## config.mk

```make
export PLATFORM = sky130hd
export DESIGN_NAME = ahb_decode_ctrl
export DESIGN_NICKNAME = d
export VERILOG_FILES = /design/src/rtl/ahb_decode_ctrl.sv
export SDC_FILE = /design/constraint.sdc
export NUM_CORES = 1
export LEC_CHECK = 0
export ABC_AREA = 1
export CAP_MARGIN = 20
export CORE_UTILIZATION = 35
export CTS_CLUSTER_SIZE = 16
export DETAILED_ROUTE_END_ITERATION = 16
export PLACE_DENSITY = 0.78
export SETUP_SLACK_MARGIN = 0.2
export SYNTH_ARGS = -nofsm -noshare
export SYNTH_HDL_FRONTEND = slang
export SYNTH_SLANG_ARGS = --single-unit
```

## constraint.sdc

```tcl
create_clock -name HCLK -period 1.61 [get_ports HCLK]
set_input_delay 0.2415 -clock HCLK [delete_from_list [all_inputs] [get_ports HCLK]]
set_output_delay 0.2415 -clock HCLK [all_outputs]
set_load 0.01 [all_outputs]
```

## src/rtl/ahb_decode_ctrl.sv

```systemverilog
// ahb_decode_ctrl
//
// Address-phase decoder and data-phase controller for a 4-slave AHB-Lite fabric.
// Also contains the built-in default slave. The default slave answers active
// transfers to unmapped addresses with the two-cycle ERROR response.
//
// Ports
//   HCLK           bus clock; all state updates on the rising edge
//   HRESET         synchronous, active-high reset
//   HADDR          master address (address phase)
//   HTRANS         master transfer type; bit 1 set means NONSEQ/SEQ (active)
//   MUX_HREADYOUT  HREADYOUT from the slave response multiplexor
//   MUX_HRESP      HRESP from the slave response multiplexor
//   HSEL1..HSEL4   combinational slave selects (address phase)
//   SEL            registered data-phase select to the response multiplexor
//   HREADY         bus-level ready, fed back to the master and all slaves
//   HRESP          bus-level response (1 = ERROR)
//   ERR_COUNT      saturating count of default-slave ERROR responses

module ahb_decode_ctrl #(
  parameter int unsigned             ADDR_HI = 31,
  parameter int unsigned             ADDR_LO = 28,
  parameter logic [ADDR_HI-ADDR_LO:0] BASE1  = 'h0,
  parameter logic [ADDR_HI-ADDR_LO:0] BASE2  = 'h1,
  parameter logic [ADDR_HI-ADDR_LO:0] BASE3  = 'h2,
  parameter logic [ADDR_HI-ADDR_LO:0] BASE4  = 'h3,
  parameter int unsigned             CNT_W   = 8
) (
  input  logic             HCLK,
  input  logic             HRESET,
  input  logic [31:0]      HADDR,
  input  logic [1:0]       HTRANS,
  input  logic             MUX_HREADYOUT,
  input  logic             MUX_HRESP,
  output logic             HSEL1,
  output logic             HSEL2,
  output logic             HSEL3,
  output logic             HSEL4,
  output logic [1:0]       SEL,
  output logic             HREADY,
  output logic             HRESP,
  output logic [CNT_W-1:0] ERR_COUNT
);

  localparam int unsigned FieldW = ADDR_HI - ADDR_LO + 1;

  typedef enum logic [1:0] {
    StIdle = 2'd0,
    StErr1 = 2'd1,
    StErr2 = 2'd2
  } state_e;

  // ---------------------------------------------------------------------------
  // Address-phase decode
  // ---------------------------------------------------------------------------
  logic [FieldW-1:0] addr_field;
  logic [3:0]        match;
  logic [3:0]        hsel;
  logic [1:0]        sel_idx;
  logic              unmapped;
  logic              new_err;

  assign addr_field = HADDR[ADDR_HI:ADDR_LO];

  always_comb begin
    match[0] = (addr_field == BASE1);
    match[1] = (addr_field == BASE2);
    match[2] = (addr_field == BASE3);
    match[3] = (addr_field == BASE4);
  end

  // Overlapping bases resolve to the lowest slave number, so at most one HSEL is high.
  always_comb begin
    hsel    = 4'b0000;
    sel_idx = 2'd0;
    if (match[0]) begin
      hsel[0] = 1'b1;
      sel_idx = 2'd0;
    end else if (match[1]) begin
      hsel[1] = 1'b1;
      sel_idx = 2'd1;
    end else if (match[2]) begin
      hsel[2] = 1'b1;
      sel_idx = 2'd2;
    end else if (match[3]) begin
      hsel[3] = 1'b1;
      sel_idx = 2'd3;
    end
  end

  assign unmapped = ~|match;
  assign new_err  = unmapped & HTRANS[1];

  assign HSEL1 = hsel[0];
  assign HSEL2 = hsel[1];
  assign HSEL3 = hsel[2];
  assign HSEL4 = hsel[3];

  // ---------------------------------------------------------------------------
  // State
  // ---------------------------------------------------------------------------
  state_e           state_q, state_d;
  logic [1:0]       sel_q, sel_d;
  logic             dflt_q, dflt_d;
  logic             err_req_q, err_req_d;
  logic [CNT_W-1:0] err_cnt_q, err_cnt_d;
  logic             hready;
  logic             hresp;

  // ---------------------------------------------------------------------------
  // Bus-level response mux
  // ---------------------------------------------------------------------------
  always_comb begin
    hready = 1'b1;
    hresp  = 1'b0;
    unique case (state_q)
      StErr1: begin
        hready = 1'b0;
        hresp  = 1'b1;
      end
      StErr2: begin
        hready = 1'b1;
        hresp  = 1'b1;
      end
      default: begin
        if (dflt_q) begin
          // Unmapped IDLE/BUSY data phase: zero-wait OKAY from the default slave.
          hready = 1'b1;
          hresp  = 1'b0;
        end else begin
          hready = MUX_HREADYOUT;
          hresp  = MUX_HRESP;
        end
      end
    endcase
  end

  assign HREADY = hready;
  assign HRESP  = hresp;

  // ---------------------------------------------------------------------------
  // Next-state logic
  // ---------------------------------------------------------------------------
  always_comb begin
    sel_d     = sel_q;
    dflt_d    = dflt_q;
    err_req_d = err_req_q;
    // The data-phase owner changes only when the bus accepts an address phase.
    if (hready) begin
      sel_d     = sel_idx;
      dflt_d    = unmapped;
      err_req_d = new_err;
    end
  end

  always_comb begin
    state_d = state_q;
    unique case (state_q)
      StIdle: begin
        if (hready && err_req_d) begin
          state_d = StErr1;
        end
      end
      StErr1: begin
        state_d = StErr2;
      end
      StErr2: begin
        // HREADY is high in ERR2, so the next address phase is accepted here.
        // Another active unmapped transfer chains straight into a new response.
        state_d = err_req_d ? StErr1 : StIdle;
      end
      default: begin
        state_d = StIdle;
      end
    endcase
  end

  always_comb begin
    err_cnt_d = err_cnt_q;
    if ((state_q == StErr1) && (err_cnt_q != {CNT_W{1'b1}})) begin
      err_cnt_d = err_cnt_q + CNT_W'(1);
    end
  end

  always_ff @(posedge HCLK) begin
    if (HRESET) begin
      state_q   <= StIdle;
      sel_q     <= 2'd0;
      dflt_q    <= 1'b1;
      err_req_q <= 1'b0;
      err_cnt_q <= '0;
    end else begin
      state_q   <= state_d;
      sel_q     <= sel_d;
      dflt_q    <= dflt_d;
      err_req_q <= err_req_d;
      err_cnt_q <= err_cnt_d;
    end
  end

  assign SEL       = sel_q;
  assign ERR_COUNT = err_cnt_q;

endmodule

```

# After elaboration in Yosys (flattened, before gate mapping)
# Index checks and enable logic that the tools add are counted.
dict set report word_totals {
  regBits 14
  input_bits 38
  out_inout_bits 16
  wordCells 40
}
dict set report op_classes {
  addsub 1
  eq_ne 7
  n_mux 19
  n_bitwise 1
  reduce_logical 7
}
# cell n
set op_table {}
lappend op_table {{2-bit two-way mux} 6}
lappend op_table {{1-bit two-way mux} 10}
lappend op_table {{8-bit by 1-bit adder with 8-bit output (second input constant)} 1}
lappend op_table {{4-bit by 2-bit equality test with 1-bit output (second input constant)} 2}
lappend op_table {{8-bit inequality test (second input constant)} 1}
lappend op_table {{2-bit one-hot mux with 3 select lines} 1}
lappend op_table {{4-bit by 1-bit equality test with 1-bit output (second input constant)} 1}
lappend op_table {{4-bit logical NOT} 1}
lappend op_table {{4-bit OR reduction} 1}
lappend op_table {{3-bit two-way mux} 1}
lappend op_table {{2-bit by 1-bit equality test with 1-bit output (second input constant)} 1}
lappend op_table {{2-bit equality test (second input constant)} 1}
lappend op_table {{1-bit logical AND} 2}
lappend op_table {{2-bit logical NOT} 1}
lappend op_table {{2-bit inequality test (second input constant)} 1}
lappend op_table {{1-bit one-hot mux with 2 select lines} 1}
lappend op_table {{2-bit OR reduction} 1}
lappend op_table {{1-bit bitwise AND} 1}
lappend op_table {{1-bit logical NOT} 1}

# Logic depth before layout (Yosys ltp)
dict set report depth {
  ltp_word 8
  mapped_depth 9
  ltp_nobuf 9
}

# Least setup slack after synthesis
# OpenSTA, ideal clock, no wires.
dict set report synth_timing {
  path_type {flip-flop to flip-flop}
  start {register state_q[0]}
  end {register sel_q[0], in the netlist SEL[0]}
  setup_ns 0.117
  t_arrival_ns 1.278
  required_time_ns 1.493
  path_slack_ns 0.215
  path_stages_with_launch 9
  n_path_buf 0
  period_less_slack_ns 1.395
  cell_sequence {dfxtp_1 > inv_1 > ha_1 > inv_1 > o21ai_0 > nand2_1 > inv_1 > a21oi_1 > nor2_1}
}
dict set report synth_via {
  elab_chain_len 2
  elab_cells_between_ends 3
  cone_classes {eq/ne: 2; mux: 1}
}
# element line_no
set synth_lines {}
lappend synth_lines {{from (decl)} 102} ;# state_e state_q, state_d;
lappend synth_lines {{from (signal assigned)} 187} ;# state_q <= StIdle;
lappend synth_lines {{from (signal assigned)} 193} ;# state_q <= state_d;
lappend synth_lines {{2-bit equality test or 2-bit by 1-bit equality test with 1-bit output (tied branches)} 116} ;# unique case (state_q)
lappend synth_lines {{1-bit one-hot mux with 2 select lines (*)} 116}
lappend synth_lines {{named net HREADY} 40} ;# output logic HREADY,
lappend synth_lines {{to (signal assigned)} 194} ;# sel_q <= sel_d;
lappend synth_lines {{to (decl)} 103} ;# logic [1:0] sel_q, sel_d;
# The timed path passes the listed nets; every way through them passes the cells marked *.
# A chain may end at the register's enable or synchronous reset.

# Final worst setup path
dict set report layout_timing {
  start {register state_q[0]}
  end {output port HREADY}
}
dict set report layout_via {
  elab_chain_len 2
  elab_cells_between_ends 3
  cone_classes {eq/ne: 2; mux: 1}
}
# element line_no
set layout_lines {}
lappend layout_lines {{2-bit equality test or 2-bit by 1-bit equality test with 1-bit output (tied branches)} 116}
lappend layout_lines {{1-bit one-hot mux with 2 select lines (*)} 116}
lappend layout_lines {{to (decl)} 40}
# Mark *: on every way between the ends. The rest lies on a longest branch, timed or not.

==> flow_metrics.py <==
metrics = {
    "die": {
        "fp.coreArea_um2": 2230,
        "start_util_pct": 37.2,
        "dieArea_um2": 2570,
        "fp.dieW_um": 50.7,
        "rows": 17,
        "io_pins": 54,
        "fp.dieH_um": 50.7,
    },
    "status": {
        "status": "finished, final reports clean",
    },
    "timing": {
        "period_minus_slack_ns": 1.53,
        "tightestPinTransition_ns": 0.265,
        "maxSlewHeadroom_pct": 82.3,
        "clock-skew-final_ns": 0.00215,
        "setup_viol": 0,
        "hold_ws_ns": 0.438,
        "hold_viol_final": 0,
        "finalMaxSlewViolations": 0,
        "max_freq_mhz": 654,
        "fin_crit_sh_pct": 95.0,
        "rsz0062_at_grt": "yes",
    },
    "power_and_ir_drop": {
        "seqPwrFrac_pct": 23.3,
        "internal_power_mw": 1.30,
        "swShare_pct": 41.2,
        "power.leakage_nw": 0.704,
        "power.total_mw": 2.21,
        "power.density_nw_per_um2": 1600,
        "irDropWorstVdd_v": 0.00169,
        "p_sw_mw": 0.910,
        "pwr-share-comb_pct": 64.7,
        "p_clk_share_pct": 12.0,
    },
    "yosys": {
        "synth-seq-cells": 14,
        "synth_cells": 127,
        "synth_area_per_cell_um2": 6.54,
        "synth_cell_types": 19,
        "synthesis.area_um2": 831,
        "seq_area_frac_synth_pct": 33.7,
        "synth_nets": 170,
        "yosys_warnings": 0,
    },
    "critical_path": {
        "crit_path_end_kind": "output pin",
        "crit_chain": "inv_2, ha_4, inv_4, o21ai_4, nand2_2, buf_6",
        "criticalPathCategory": "flop to output pin",
        "arrival_ns": 1.29,
        "start_kind": "flop",
        "worst_ep_required_time_ns": 1.37,
        "crit_path_top_delay_cell": "dfxtp_2",
        "max_stage_delay_ns": 0.34,
        "cp_max_fo": 3,
    },
    "clock_network": {
        "clk_latency_ns": 0.29,
        "path_clk_slew_ns": 0.09,
        "cts_hold_buf": 0,
        "clockBufferDepth": 2,
        "cts_root_buf": "clkbuf_4",
        "cts_tree": "built",
        "cts.sinks": 14,
        "cts_buffers": 3,
        "htree_levels": 1,
    },
    "finish": {
        "fin_area_um2": 1380,
        "finalNetCount": 220,
        "diodes": 0,
        "layout-drive-gt1-share_pct": 36.9,
        "area_growth_pct": 66.6,
    },
    "grt": {
        "antenna_found_initial": 0,
        "grt_pass1_vias": 901,
        "overflow": 0,
        "track_usage_pct": 17.5,
        "grt_max_degree": 9,
        "grt_pass1_wl_um": 3360,
    },
    "detailed_routing": {
        "drt_first_iter_violations": 12,
        "routed_via_density": 4.89,
        "ant_nets": 0,
        "drtPass1Iterations": 4,
        "finalWirelength_um": 2400,
        "drc": 0,
        "wl_per_cell_um": 11.8,
        "num_vias": 997,
    },
    "run": {
        "cap_violations": 0,
    },
    "placement": {
        "place_area_um2": 1190,
        "dp_hpwl_um": 1580,
        "io_buffer_count": 24,
        "globalplace.congestion": 0.799,
    },
    "worst_hold_path": {
        "hold_class": "input port to flop",
    },
}
==> final cells by class <==
type,instances,area [µm²]
clock buffers,4,36.3
fillers,190,850
inverters,23,91.3
multi-input cells,90,562
flip-flops and latches,14,290
well taps,28,35.0
repair buffers,45,369
==> critical path, delay by kind of cell (launching register included) <==
| family | cells | cell delay [ns] |
|---|---|---|
| simple gates | 1 | 0.08 |
| compound gates | 1 | 0.06 |
| flops | 1 | 0.34 |
| fa+ha+maj | 1 | 0.29 |
| buf+inv | 3 | 0.22 |
==> layer usage <==
metal  global-route usage, %  wire length (µm)  vias up  part of all wire, %
met4                    11.1                42        0                  1.7
met5                       0                 0        -                    0
met2                    32.9              1380       23                   57
met1                    16.4               891      471                   37
met3                    4.55                92        6                  3.8
li1                        -                 -      497                    -
==> state kept, by name (all words and copies together) (netlist names) <==
signal and flops:
ERR_COUNT 8, SEL 2, state_q 2, dflt_q 1, err_req_q 1
==> cell usage after synthesis <==
| cell | instances | area, µm² |
|---|---|---|
| inv_1 | 21 | 78.8 |
| nand4_1 | 3 | 18.8 |
| o211ai_1 | 1 | 7.51 |
| dfxtp_1 | 14 | 280 |
| o21ai_0 | 6 | 30.0 |
| ha_1 | 5 | 62.6 |
| nand3b_1 | 1 | 7.51 |
| nor2_4 | 1 | 11.3 |
| nor3_1 | 2 | 10.0 |
| xor2_1 | 2 | 17.5 |
| nor2_1 | 18 | 67.6 |
| nor2_2 | 1 | 6.26 |
| xnor2_1 | 1 | 8.76 |
| a21oi_1 | 7 | 35.0 |
| nand3_2 | 1 | 10.0 |
| nand2_4 | 1 | 11.3 |
| inv_2 | 2 | 7.51 |
| nand3_1 | 8 | 40.0 |
| nand2_1 | 32 | 120 |
==> path summary, 6_finish.rpt <==
path	startpoint	endpoint	slack [ns]	cells after the start
min reg2reg	ERR_COUNT[3]$_SDFFE_PP0P_	ERR_COUNT[3]$_SDFFE_PP0P_	0.50	2
max	state_q[0]$_SDFFE_PP0P_	HREADY	0.08	6
max reg2reg	state_q[0]$_SDFFE_PP0P_	SEL[0]$_SDFFE_PP0N_	0.13	11
min	HADDR[30]	dflt_q$_SDFFE_PP1N_	0.44	3
==> logic make-up (layout without fill, tap and decap cells) <==
kind of cell	count (synthesis)	count (layout)	share of synthesized area [%]
compound gates	14	14	8.73
flops	14	14	33.7
fa+ha+maj	5	5	7.53
xor+xnor	3	3	3.16
simple gates	68	68	36.4
buf+inv	23	72	10.4
==> per-stage QoR <==
step	std cells	TNS, ns	utilization (%)	setup slack (ns)
CTS	201	0	58.3	0.0972
finish	204	0	62.0	0.0809
global route	204	0	62.0	0.0293
global placement	190	-0.907	53.2	-0.213
detailed placement	190	-1.08	53.2	-0.265
floorplan	127	0	-	0.215
==> power by group through the flow <==
stage / Clock, mW / Combinational (mW) / Sequential, mW
after floorplan: 0 / 0.472 / 0.514
after global placement: 0 / 0.885 / 0.496
after detailed placement: 0 / 0.914 / 0.499
after CTS: 0.266 / 1.14 / 0.506
after global routing: 0.282 / 1.53 / 0.524
final: 0.265 / 1.43 / 0.515
==> what timing repair did <==
item / in CTS / in global routing
pin swaps: 8 / 9
setup endpoints to repair: 20 / 15
endpoints found under the hold margin: 0 / 0
gates resized for setup: 62 / 16
setup buffers: 7 / 3
==> cells in the final DEF (no fill, tap or decap), drive strengths merged <==
cell type and n:
inv 23, buf 27, dlygate4sd2 12, o211ai 1, xnor2 1, nor2 20
a21oi 7, xor2 2, nand2 33, o21ai 6, nand4 3, dlymetal6s2s 1
dfxtp 14, nand3 9, ha 5, clkdlybuf4s50 5, clkbuf 4, nand3b 1
nor3 2
(Power assumes the default switching activity.)
